$ cat src/rtl/wrapper_shared_pkg.sv
// Shared definitions for the SPI wrapper: master FSM states, frame commands
// and the default payload width.
package wrapper_shared_pkg;

  localparam int ADDR_SIZE = 8;

  typedef enum logic [2:0] {
    IDLE,
    SELECT,
    CMD,
    SHIFT,
    WAIT,
    RECV,
    DESELECT
  } MST_STATE_e;

  localparam logic [1:0] CMD_WR_ADDR = 2'b00;
  localparam logic [1:0] CMD_WR_DATA = 2'b01;
  localparam logic [1:0] CMD_RD_ADDR = 2'b10;
  localparam logic [1:0] CMD_RD_DATA = 2'b11;

endpackage

$ cat src/rtl/spi_mst_shifter.sv
// Frame datapath for spi_master: parallel-load MSB-first transmit register,
// serial receive register and a shared down-counting bit counter.
module spi_mst_shifter #(
  parameter int ADDR_SIZE = 8
) (
  input  logic                 clk,
  input  logic                 rst_n,
  input  logic                 load,
  input  logic [ADDR_SIZE+1:0] frame,
  input  logic                 shift_out,
  input  logic                 shift_in,
  input  logic                 miso,
  input  logic                 cnt_load,
  input  logic [3:0]           cnt_init,
  input  logic                 cnt_dec,
  output logic                 tx_msb,
  output logic [ADDR_SIZE-1:0] rx_next,
  output logic                 cnt_zero
);

  logic [ADDR_SIZE+1:0] tx;
  logic [ADDR_SIZE-1:0] rx;
  logic [3:0]           cnt;

  assign tx_msb   = tx[ADDR_SIZE+1];
  assign rx_next  = {rx[ADDR_SIZE-2:0], miso};
  assign cnt_zero = (cnt == 4'd0);

  always_ff @(posedge clk or negedge rst_n) begin
    if (!rst_n) begin
      tx  <= '0;
      rx  <= '0;
      cnt <= '0;
    end else begin
      if (load)
        tx <= frame;
      else if (shift_out)
        tx <= {tx[ADDR_SIZE:0], 1'b0};
      if (shift_in)
        rx <= rx_next;
      if (cnt_load)
        cnt <= cnt_init;
      else if (cnt_dec)
        cnt <= cnt - 4'd1;
    end
  end

endmodule

$ cat src/rtl/spi_master.sv
// SPI master: serialises {cmd,payload} frames MSB first and collects the read
// reply for rd-data commands. Define SPI_MST_SEQ_CHECK_EN for command-order checking.
//
// state    | meaning
// IDLE     | SS_n high, waiting for start
// SELECT   | SS_n low, MOSI 0
// CMD      | MOSI = frame MSB (slave decodes write/read)
// SHIFT    | MOSI = frame bits MSB first, 10 cycles
// WAIT     | slave/memory latency before reply, MISO_WAIT cycles
// RECV     | sample MISO into the reply byte, 8 cycles
// DESELECT | SS_n high, done (and rd_valid for rd-data)
module spi_master #(
  parameter int ADDR_SIZE = wrapper_shared_pkg::ADDR_SIZE,
  parameter int MISO_WAIT = 2
) (
  input  logic                 clk,
  input  logic                 rst_n,
  input  logic                 start,
  input  logic [1:0]           cmd,
  input  logic [ADDR_SIZE-1:0] payload,
  input  logic                 MISO,
  output logic                 SS_n,
  output logic                 MOSI,
  output logic                 busy,
  output logic                 done,
  output logic [ADDR_SIZE-1:0] rd_data,
  output logic                 rd_valid,
  output logic                 err
);
  import wrapper_shared_pkg::*;

  localparam int FW     = ADDR_SIZE + 2;
  localparam int WAIT_W = (MISO_WAIT > 0) ? $clog2(MISO_WAIT + 1) : 1;
  localparam logic [WAIT_W-1:0] WAIT_LD = WAIT_W'((MISO_WAIT > 0) ? MISO_WAIT - 1 : 0);

  MST_STATE_e state, state_nxt;
  logic [1:0]           cmd_q;
  logic [WAIT_W-1:0]    wait_cnt;
  logic                 load, shift_out, shift_in, cnt_load, cnt_dec;
  logic [3:0]           cnt_init;
  logic                 wait_load, wait_dec, mosi_nxt, capture;
  logic                 tx_msb, cnt_zero, seq_bad;
  logic [ADDR_SIZE-1:0] rx_next;

  spi_mst_shifter #(.ADDR_SIZE(ADDR_SIZE)) u_shifter (
    .clk      (clk),
    .rst_n    (rst_n),
    .load     (load),
    .frame    ({cmd, payload}),
    .shift_out(shift_out),
    .shift_in (shift_in),
    .miso     (MISO),
    .cnt_load (cnt_load),
    .cnt_init (cnt_init),
    .cnt_dec  (cnt_dec),
    .tx_msb   (tx_msb),
    .rx_next  (rx_next),
    .cnt_zero (cnt_zero)
  );

  always_comb begin
    state_nxt = state;
    load      = 1'b0;
    shift_out = 1'b0;
    shift_in  = 1'b0;
    cnt_load  = 1'b0;
    cnt_init  = '0;
    cnt_dec   = 1'b0;
    wait_load = 1'b0;
    wait_dec  = 1'b0;
    mosi_nxt  = 1'b0;
    capture   = 1'b0;
    case (state)
      IDLE: begin
        if (start && !seq_bad) begin
          load      = 1'b1;
          state_nxt = SELECT;
        end
      end
      SELECT: begin
        mosi_nxt  = tx_msb;
        state_nxt = CMD;
      end
      CMD: begin
        mosi_nxt  = tx_msb;
        shift_out = 1'b1;
        cnt_load  = 1'b1;
        cnt_init  = 4'(FW - 1);
        state_nxt = SHIFT;
      end
      SHIFT: begin
        if (!cnt_zero) begin
          mosi_nxt  = tx_msb;
          shift_out = 1'b1;
          cnt_dec   = 1'b1;
        end else if (cmd_q != CMD_RD_DATA) begin
          state_nxt = DESELECT;
        end else if (MISO_WAIT > 0) begin
          wait_load = 1'b1;
          state_nxt = WAIT;
        end else begin
          cnt_load  = 1'b1;
          cnt_init  = 4'(ADDR_SIZE - 1);
          state_nxt = RECV;
        end
      end
      WAIT: begin
        if (wait_cnt == '0) begin
          cnt_load  = 1'b1;
          cnt_init  = 4'(ADDR_SIZE - 1);
          state_nxt = RECV;
        end else begin
          wait_dec = 1'b1;
        end
      end
      RECV: begin
        shift_in = 1'b1;
        if (cnt_zero) begin
          capture   = 1'b1;
          state_nxt = DESELECT;
        end else begin
          cnt_dec = 1'b1;
        end
      end
      DESELECT: state_nxt = IDLE;
      default:  state_nxt = IDLE;
    endcase
  end

  // Outputs are registered from the next state so they line up with the state they describe.
  always_ff @(posedge clk or negedge rst_n) begin
    if (!rst_n) begin
      state    <= IDLE;
      cmd_q    <= '0;
      wait_cnt <= '0;
      SS_n     <= 1'b1;
      MOSI     <= 1'b0;
      busy     <= 1'b0;
      done     <= 1'b0;
      rd_valid <= 1'b0;
      rd_data  <= '0;
    end else begin
      state    <= state_nxt;
      SS_n     <= (state_nxt == IDLE) || (state_nxt == DESELECT);
      MOSI     <= mosi_nxt;
      busy     <= (state_nxt != IDLE);
      done     <= (state_nxt == DESELECT);
      rd_valid <= capture;
      if (load)
        cmd_q <= cmd;
      if (capture)
        rd_data <= rx_next;
      if (wait_load)
        wait_cnt <= WAIT_LD;
      else if (wait_dec)
        wait_cnt <= wait_cnt - WAIT_W'(1);
    end
  end

`ifdef SPI_MST_SEQ_CHECK_EN
  logic rd_pend;

  assign seq_bad = ((cmd == CMD_RD_DATA) && !rd_pend) || ((cmd == CMD_RD_ADDR) && rd_pend);

  always_ff @(posedge clk or negedge rst_n) begin
    if (!rst_n) begin
      rd_pend <= 1'b0;
      err     <= 1'b0;
    end else begin
      err <= (state == IDLE) && start && seq_bad;
      if (load && (cmd == CMD_RD_ADDR))
        rd_pend <= 1'b1;
      else if (capture)
        rd_pend <= 1'b0;
    end
  end
`else
  assign seq_bad = 1'b0;
  assign err     = 1'b0;
`endif

endmodule

$ cat config.mk
export PLATFORM = sky130hd
export DESIGN_NAME = spi_master
export DESIGN_NICKNAME = d
export VERILOG_FILES = /design/src/rtl/wrapper_shared_pkg.sv /design/src/rtl/spi_mst_shifter.sv /design/src/rtl/spi_master.sv
export SDC_FILE = /design/constraint.sdc
export NUM_CORES = 1
export LEC_CHECK = 0
export BUFFER_PORTS_ARGS = -buffer_cell sky130_fd_sc_hd__buf_2
export CAP_MARGIN = 20
export CORE_MARGIN = 8
export CORE_UTILIZATION = 40
export CTS_BUF_LIST = sky130_fd_sc_hd__clkbuf_4 sky130_fd_sc_hd__clkbuf_8 sky130_fd_sc_hd__clkbuf_16
export DETAILED_ROUTE_END_ITERATION = 7
export PLACE_DENSITY = 0.63
export SLEW_MARGIN = 25
export SYNTH_ARGS = -nofsm -noshare
export SYNTH_HDL_FRONTEND = slang
export SYNTH_SLANG_ARGS = --single-unit
export TNS_END_PERCENT = 100
$ cat constraint.sdc
create_clock -name clk -period 4.7 [get_ports clk]
set_input_delay 0.235 -clock clk [delete_from_list [all_inputs] [get_ports clk]]
set_output_delay 0.235 -clock clk [all_outputs]
set_load 0.01 [all_outputs]
==> summary.txt, run 1 <==
Post-layout nets: 199
syn_nets: 173
CTS sink count: 41
Required @ worst endpoint: 4.87 ns
vias in the first global route: 1366
# port buffers: 26
number of synthesized flops with an enable pin: 0
Initial Util: 41.8%
Final period util: 41.6%
Post-Syn Area per Cell: 11.8 µm²
antenna violations before repair: 0
Die Y: 83.9 µm
compound-cell area share of the yosys netlist: 11.5%
fin worst setup slack: 2.75 ns
CP max-delay cell: or3b_1
mux cell area share after synthesis: 10.3%
outcome: complete, no violations
ANT cells: 0
largest family of logic cells by synthesized area: simple AND/OR/NAND/NOR gates
Setup TNS Final: 0 ns
Top Family by Delay on Critical Path: simple AND/OR/NAND/NOR gates
#FFs+latches synth: 41
dpl hpwl: 2.58 mm
Post-Syn Area: 1850 µm²
Post-Synth Adder-Cell Area: 1.36%
fin area: 2120 µm²
WHS: 0.0625 ns
Hold Fails Final Rpt: 0
Crit. End Element: flop
DR DRC count: 0
cell row count: 24
Clock Latency Late Sink: 0.29 ns
routed via count: 1308
Max stage delay on crit path: 0.47 ns
Max Cap Viol: 0
WP data arrival: 2.13 ns
Post-synth ARST share: 100%
post-cts gate resize count: 0
Max Buffers Root-to-Sink: 2
RD Place Congestion: 0.801
first drt pass iteration count: 4
FMAX: 512 MHz
die area: 7050 µm²
H-tree level count: 2
WP buf/inv: 1
PD cells: 509 nW/µm²
post-cts hold buffer count: 0
RSZ-0062 raised after global routing: no
Worst Skew: 0.00671 ns
YS warnings: 0
most area-consuming cells after synthesis: dfrtp_1 (54%), mux2_2 (9.1%), a221o_1 (3.8%)
worst hold path class: in2async
Die X-Extent: 83.9 µm
most common cell in the synthesized netlist: dfrtp_1
Mapped Cells: 157
post-place setup slack: 2.76 ns
GRT Residual Overflow: 0
num ports: 28
synth cell count leaders: dfrtp_1 (40), mux2_2 (15), nand2_1 (14)
root buffer cell: clkbuf_8
Via density: 5.54
post-CTS setup buffers: 0
largest net degree at the start of global routing: 42
Synth Area in XOR/XNOR: 0.474%
antenna viol nets, final: 0
Slew HR: 40.4%
crit-path max FO: 9
post-synthesis sequential area ratio: 55.6%
WL per Instance: 15.4 µm
layout cell share with drive strength beyond 1: 29.3%
Pwr Total: 1.08 mW
area delta synth->final: 14.9%
cell chain of the critical path: inv_1 -> ha_1 -> or3b_1 -> nor2_4 -> mux2_2
ys flop type: dfrtp_1
worst slew pin tran: 0.891 ns
first-pass GRT wire length: 6.35 mm
Post-Synth Simple-Gate Area: 17.6%
Worst VDD drop: 0.241 mV
Total GRT Usage: 10.7%
CTS Buf Count: 5
Worst-path clk slew: 0.08 ns
CTS tree: yes
Synth top area share: 54.2%
DR iter-0 viols: 64
core area: 4410 µm²
post-synth top area cell: dfrtp_1
Startpoint Class: flop
Pleak: 1.08 nW
kind of critical path: reg2reg
final setup violating endpoints: 0
routed wire length: 3.64 mm
Area after DPL: 2010 µm²
synth unique cells: 43
post-layout min period: 1.95 ns
max-slew violations: 0
## metal layers
metal  GRT usage, %  vias to the layer above  wire, µm
met4           2.83                        0        19
met2           17.1                       27      1750
met1           12.8                      655      1650
li1               -                      624         -
met3           4.79                        2       220
met5              0                        -         0
## logic make-up after synthesis
family | Yosys count
simple gates | 53
mux | 17
compound gates | 30
flops | 41
fa+ha+maj | 2
other cells | 1
xor+xnor | 1
buf+inv | 12
## cell usage in the layout, fill, tap and decap left out, types with 2 or more instances in the layout
| cell type | n |
|---|---|
| o21ai_0 | 6 |
| a221o_1 | 7 |
| a21oi_1 | 7 |
| buf_2 | 26 |
| mux2_2 | 15 |
| and3_1 | 7 |
| nor2b_1 | 2 |
| nand2b_1 | 2 |
| o211ai_1 | 2 |
| dfrtp_1 | 40 |
| nor2_1 | 4 |
| inv_1 | 5 |
| nand3_1 | 11 |
| ha_1 | 2 |
| clkbuf_8 | 5 |
| nand2_1 | 14 |
## registers in the layout, summed over array words and instances (netlist names)
signal,flops
cmd_q,2
u_shifter.tx,10
MOSI,1
rd_valid,1
u_shifter.rx,7
SS_n,1
rd_data,8
busy,1
u_shifter.cnt,4
state,3
done,1
wait_cnt,2
## metrics by stage
stage | util, % | cells
CTS | 48.1 | 236
global placement | 45.5 | 228
detailed placement | 45.5 | 228
finish | 48.1 | 236
global route | 48.1 | 236
floorplan | - | 157
## where the power goes
part           leakage (nW)  internal, mW  switching, mW
Combinational         0.495         0.126          0.148
Sequential            0.534         0.438         0.0849
Clock                0.0543         0.159          0.124
Total                  1.08         0.722          0.357
## worst paths after layout
| kind | endpoint | cells after the start | startpoint | slack, ns |
|---|---|---|---|---|
| min | state[2] | 1 | rst_n | 0.06 |
| max reg2reg | rd_data[7] | 5 | u_shifter.cnt[0] | 2.75 |
| min reg2reg | cmd_q[1] | 2 | cmd_q[1] | 0.49 |
| max in group asynchronous | rd_data[5] | 1 | rst_n | 4.08 |
| min in group clk | u_shifter.tx[0] | 3 | payload[0] | 0.13 |
| max | rd_data[7] | 5 | u_shifter.cnt[0] | 2.75 |
## worst register-to-register path, cell delays in order, from the launching register on
cell and delay [ns]:
dfrtp_1 0.43, inv_1 0.07, ha_1 0.21, or3b_1 0.47
nor2_4 0.29, mux2_2 0.37
## layout make-up
| class | count | area [µm²] |
|---|---|---|
| fillers | 396 | 2290 |
| flip-flops and latches | 41 | 1030 |
| multi-input cells | 104 | 766 |
| repair buffers | 26 | 130 |
| clock buffers | 5 | 68.8 |
| well taps | 52 | 65.1 |
| clock inverters | 3 | 46.3 |
| inverters | 5 | 18.8 |
Power figures use the tool's default switching activity.
==> inputs of run 2 (changes only) <==
Clock period 4.7 ns to 1.8 ns, I/O delays scaled along.
==> run 2 against run 1 <==
Against the previous run: clock skew up 0.00062 ns; combinational power rose to 3.3 times the previous value; critical endpoint is now rd_data[0]; clock power rose to 3.1 times the previous value; critical path depth unchanged; register-to-register slack worse by 2.7 ns.
==> summary.txt, run 2 (synthesis gave the netlist of run 1 again) <==
outcome: complete, no violations
root buffer cell: clkbuf_8
P_int: 2.14 mW
Logic pwr share: 29.2%
Worst Skew: 0.00733 ns
Max stage delay on crit path: 0.41 ns
Critical Path Source: u_shifter.cnt[0]
ANT cells: 0
max reg flops: 10
antenna viol nets, final: 0
WP data arrival: 1.91 ns
area delta synth->final: 23.2%
Seq pwr share: 42.9%
DR iter-0 viols: 118
Pleak: 1.16 nW
core area: 4410 µm²
Worst-path clk slew: 0.08 ns
num ports: 28
Clock Latency Late Sink: 0.30 ns
switch share: 31.6%
first-pass GRT wire length: 6.73 mm
Hold Fails Final Rpt: 0
Max Cap Viol: 0
clock share of power: 28.0%
Slew HR: 63.2%
routed wire length: 4.00 mm
Post-layout nets: 213
Layout Cells excl Fill: 250
routed via count: 1349
FMAX: 580 MHz
Die Y: 83.9 µm
dpl hpwl: 2.85 mm
reg2reg start: u_shifter.cnt[0]
Required @ worst endpoint: 1.99 ns
CP max-delay cell: or3b_4
fin worst setup slack: 0.0756 ns
PD cells: 1370 nW/µm²
Top Family by Delay on Critical Path: simple AND/OR/NAND/NOR gates
DP Cell Count: 239
final setup violating endpoints: 0
Crit. End Element: flop
Max Buffers Root-to-Sink: 2
cell chain of the critical path: inv_1 -> ha_2 -> or3b_4 -> nor2_2 -> mux2_2
start point of the worst hold path: cmd[1]
vias in the first global route: 1415
Total GRT Usage: 11.4%
DR DRC count: 0
most common cell after layout, fill and taps aside: dfrtp_1
# port buffers: 26
Biggest register: u_shifter.tx
largest net degree at the start of global routing: 42
first drt pass iteration count: 5
crit-path max FO: 4
CTS tree: yes
CTS sink count: 41
H-tree level count: 2
Worst VDD drop: 0.641 mV
Via density: 5.40
multi-input logic area: 798 µm²
layout cell share with drive strength beyond 1: 36.9%
Setup TNS Final: 0 ns
hold depth: 3
post-layout min period: 1.72 ns
die area: 7050 µm²
most frequent cells in the layout: dfrtp_1 (40), buf_2 (26), mux2_2 (15), nand2_1 (13), buf_4 (11)
worst slew pin tran: 0.544 ns
post-place setup slack: -0.0344 ns
max-slew violations: 0
RD Place Congestion: 0.779
Sequential Area: 1030 µm²
Startpoint Class: flop
Sw Pwr: 0.989 mW
WP buf/inv: 1
RSZ-0062 raised after global routing: no
WP depth: 5
WL per Instance: 16.0 µm
Regs by FF count: u_shifter.tx (10), rd_data (8), u_shifter.rx (7)
post-CTS setup buffers: 0
GRT Residual Overflow: 0
FILL cells: 401
kind of critical path: reg2reg
CTS Buf Count: 5
Initial Util: 41.8%
Final period util: 95.8%
worst hold path class: in2reg
antenna violations before repair: 0
Reg2Reg Depth: 5
cell row count: 24
Die X-Extent: 83.9 µm
==> run 2: cell count changes in the layout (fill, tap and decap cells not counted), sizes merged <==
cell	change
buf	+11
bufinv	+1
clkinvlp	-1
dlygate4sd3	+2
nor2	+1
==> run 2: stage by stage <==
step / power, mW / instance area, µm² / util, % / hold WS (ns)
after floorplan: 1.87 / 1850 / - / -0.206
after global placement: 2.14 / 2090 / 47.3 / 0.173
after detailed placement: 2.18 / 2090 / 47.3 / 0.185
after CTS: 3.09 / 2250 / 51.0 / 0.000519
after global routing: 3.33 / 2280 / 51.6 / 0.0127
final: 3.13 / 2280 / 51.6 / 0.00852
==> run 2: path summary, 6_finish.rpt <==
path,endpoint,slack (ns)
worst min-delay path,cmd_q[1],0.009
min in group asynchronous,state[1],0.39
max in group asynchronous,u_shifter.tx[6],1.05
worst max-delay path,rd_data[0],0.08
worst min register to register,u_shifter.tx[8],0.49
worst max register to register,rd_data[0],0.08
==> run 2: power by group through the flow <==
stage,logic (mW),clock network (mW),registers [mW]
after detailed placement,0.841,0,1.34
after global routing,1.01,0.946,1.37
after CTS,0.855,0.902,1.33
final,0.912,0.875,1.34
after global placement,0.813,0,1.32
after floorplan,0.589,0,1.29
==> run 2: layout make-up <==
class | count | share of cell area (%)
well taps | 52 | 2.86
flip-flops and latches | 41 | 45.1
multi-input cells | 105 | 35.1
clock buffers | 5 | 3.02
inverters | 5 | 0.825
clock inverters | 3 | 2.86
repair buffers | 39 | 10.2
==> run 2: worst min-delay path, stage by stage <==
cell and delay [ns]:
buf_2 0.08, nand2_1 0.05, nand2_1 0.05
==> run 2: per-layer routing <==
metal,vias up,GRT usage [%],wire [µm]
met2,27,18.7,1930
met3,3,5.08,243
met5,-,0,0
li1,654,-,-
met4,0,1.41,21
met1,665,13.6,1810
==> run 2: what timing repair did <==
item,CTS,global route
gates resized for setup,2,6
gates cloned,0,1
endpoints found under the setup margin,16,17
pin swaps,1,1
endpoints found under the hold margin,41,0
hold buffers,2,0
==> inputs of run 3 (changes only) <==
Settings changed: REMOVE_ABC_BUFFERS from default to 1.
==> run 3 against run 2 <==
Against the previous run: non-clock buffer count rose by 3; die area did not move; critical path depth rose by 2; clock-buffer cell count did not move; clock power fell by 14%; flip-flop and latch count did not move; maximum frequency rose by 0.84%; register-to-register slack barely moved; first-iteration DRC count fell by 28%; global-route usage rose by 0.22 points; highest routed layer unchanged.
==> summary.txt, run 3 (synthesis gave the netlist of run 1 again) <==
outcome: complete, no violations
Initial Util: 41.8%
DR iter-0 viols: 85
Post-layout nets: 216
DR DRC count: 0
CP max-delay cell: a21oi_2
num ports: 28
Pleak: 1.16 nW
CP most frequent cell: buf_4
post-layout min period: 1.71 ns
grt met2 use: 19.2%
GRT Residual Overflow: 0
die area: 7050 µm²
antenna violations before repair: 0
worst slew pin tran: 0.599 ns
vias in the first global route: 1403
fin worst setup slack: 0.0899 ns
first-pass GRT wire length: 6.79 mm
Worst VDD drop: 0.525 mV
largest net degree at the start of global routing: 28
Required @ worst endpoint: 2.04 ns
crit-path max FO: 9
Regs by FF count: u_shifter.tx (10), rd_data (8), u_shifter.rx (7)
first drt pass iteration count: 4
CTS tree: yes
kind of critical path: reg2reg
M3 GR Usage: 4.98%
routed via count: 1382
Reg2Reg Depth: 7
final setup violating endpoints: 0
layout cell share with drive strength beyond 1: 36.3%
Sw Pwr: 1.02 mW
Worst Skew: 0.00753 ns
grt peak-use layer: met2
Top Family by Delay on Critical Path: compound AO/OA/AOI/OAI gates
dpl hpwl: 2.92 mm
routed wire length: 4.08 mm
cell chain of the critical path: inv_1 -> ha_1 -> buf_4 -> nor3b_4 -> buf_4 -> a21oi_2 -> a221o_1
CTS sink count: 41
Slew HR: 60.0%
Die X-Extent: 83.9 µm
root buffer cell: clkbuf_8
Max stage delay on crit path: 0.37 ns
CTS Buf Count: 5
Total GRT Usage: 11.6%
WP data arrival: 1.95 ns
Die Y: 83.9 µm
core area: 4410 µm²
WHS: 0.00607 ns
max reg flops: 10
P_int: 2.00 mW
RD Place Congestion: 0.780
clock share of power: 24.9%
Max Cap Viol: 0
Via density: 5.46
most common cell after layout, fill and taps aside: dfrtp_1
post-place setup slack: 0.00800 ns
max-slew violations: 0
hold depth: 3
PD cells: 1320 nW/µm²
most frequent cells in the layout: dfrtp_1 (40), buf_2 (26), mux2_2 (15), buf_4 (14), nand2_1 (13)
Setup TNS Final: 0 ns
WL per Instance: 16.1 µm
WP buf/inv: 3
switch share: 33.8%
Clock Latency Late Sink: 0.30 ns
Logic pwr share: 31.4%
Hold Fails Final Rpt: 0
H-tree level count: 2
Startpoint Class: flop
Final period util: 95.0%
Seq pwr share: 43.7%
# port buffers: 26
Worst-path clk slew: 0.09 ns
ANT cells: 0
Max Buffers Root-to-Sink: 2
Crit. End Element: flop
cell row count: 24
Biggest register: u_shifter.tx
FILL cells: 395
antenna viol nets, final: 0
FMAX: 585 MHz
GRT met1 Usage: 13.2%
WP depth: 7
RSZ-0062 raised after global routing: yes
worst hold path class: in2reg
area delta synth->final: 23.8%
## run 3: through the flow
step / instance area [µm²] / total power [mW] / std cells / util, %
after floorplan: 1810 / 1.85 / 150 / -
after global placement: 2100 / 2.16 / 241 / 47.7
after detailed placement: 2100 / 2.21 / 241 / 47.7
after CTS: 2240 / 2.98 / 251 / 50.8
after global routing: 2290 / 3.22 / 253 / 51.8
final: 2290 / 3.02 / 253 / 51.8
## run 3: per-layer routing
metal	share of wire, %	routed length (µm)
met4	1.0	42
met3	6.4	263
met5	0	0
met2	47	1920
met1	45	1860
## run 3: what timing repair did
| action | 4_1_cts | 5_1_grt |
|---|---|---|
| hold buffers | 2 | 0 |
| buffers inserted | 0 | 1 |
| endpoints found under the hold margin | 25 | 0 |
| setup endpoints to repair | 4 | 16 |
| resized for setup | 1 | 6 |
| pin swaps | 0 | 1 |
| cloned | 0 | 1 |
## run 3: final timing paths
kind,startpoint,endpoint,slack [ns]
setup / recovery,u_shifter.cnt[0],u_shifter.tx[3],0.09
hold / removal,cmd[1],cmd_q[1],0.006
setup reg to reg,u_shifter.cnt[0],u_shifter.tx[3],0.09
hold reg to reg,u_shifter.tx[7],u_shifter.tx[8],0.49
max in group asynchronous,rst_n,u_shifter.cnt[1],0.91
min in group asynchronous,rst_n,rd_data[4],0.33
## run 3: layout make-up
type	count	area, µm²	area share (%)
well taps	52	65.1	2.85
clock buffers	5	68.8	3.01
repair buffers	42	255	11.2
flip-flops and latches	41	1030	44.9
inverters	5	18.8	0.821
multi-input cells	105	805	35.2
clock inverters	3	46.3	2.03
## run 3: worst reg2reg max path, stage by stage, from the launching register on
cell and delay (ns):
dfrtp_1 0.35, inv_1 0.05, ha_1 0.20, buf_4 0.15
nor3b_4 0.14, buf_4 0.16, a21oi_2 0.37, a221o_1 0.24
## run 3: power by group through the flow
stage / Combinational, mW / Sequential (mW) / Clock [mW]
final: 0.948 / 1.32 / 0.752
after global routing: 1.06 / 1.35 / 0.809
after CTS: 0.910 / 1.30 / 0.768
after floorplan: 0.514 / 1.34 / 0
after detailed placement: 0.896 / 1.31 / 0
after global placement: 0.859 / 1.31 / 0
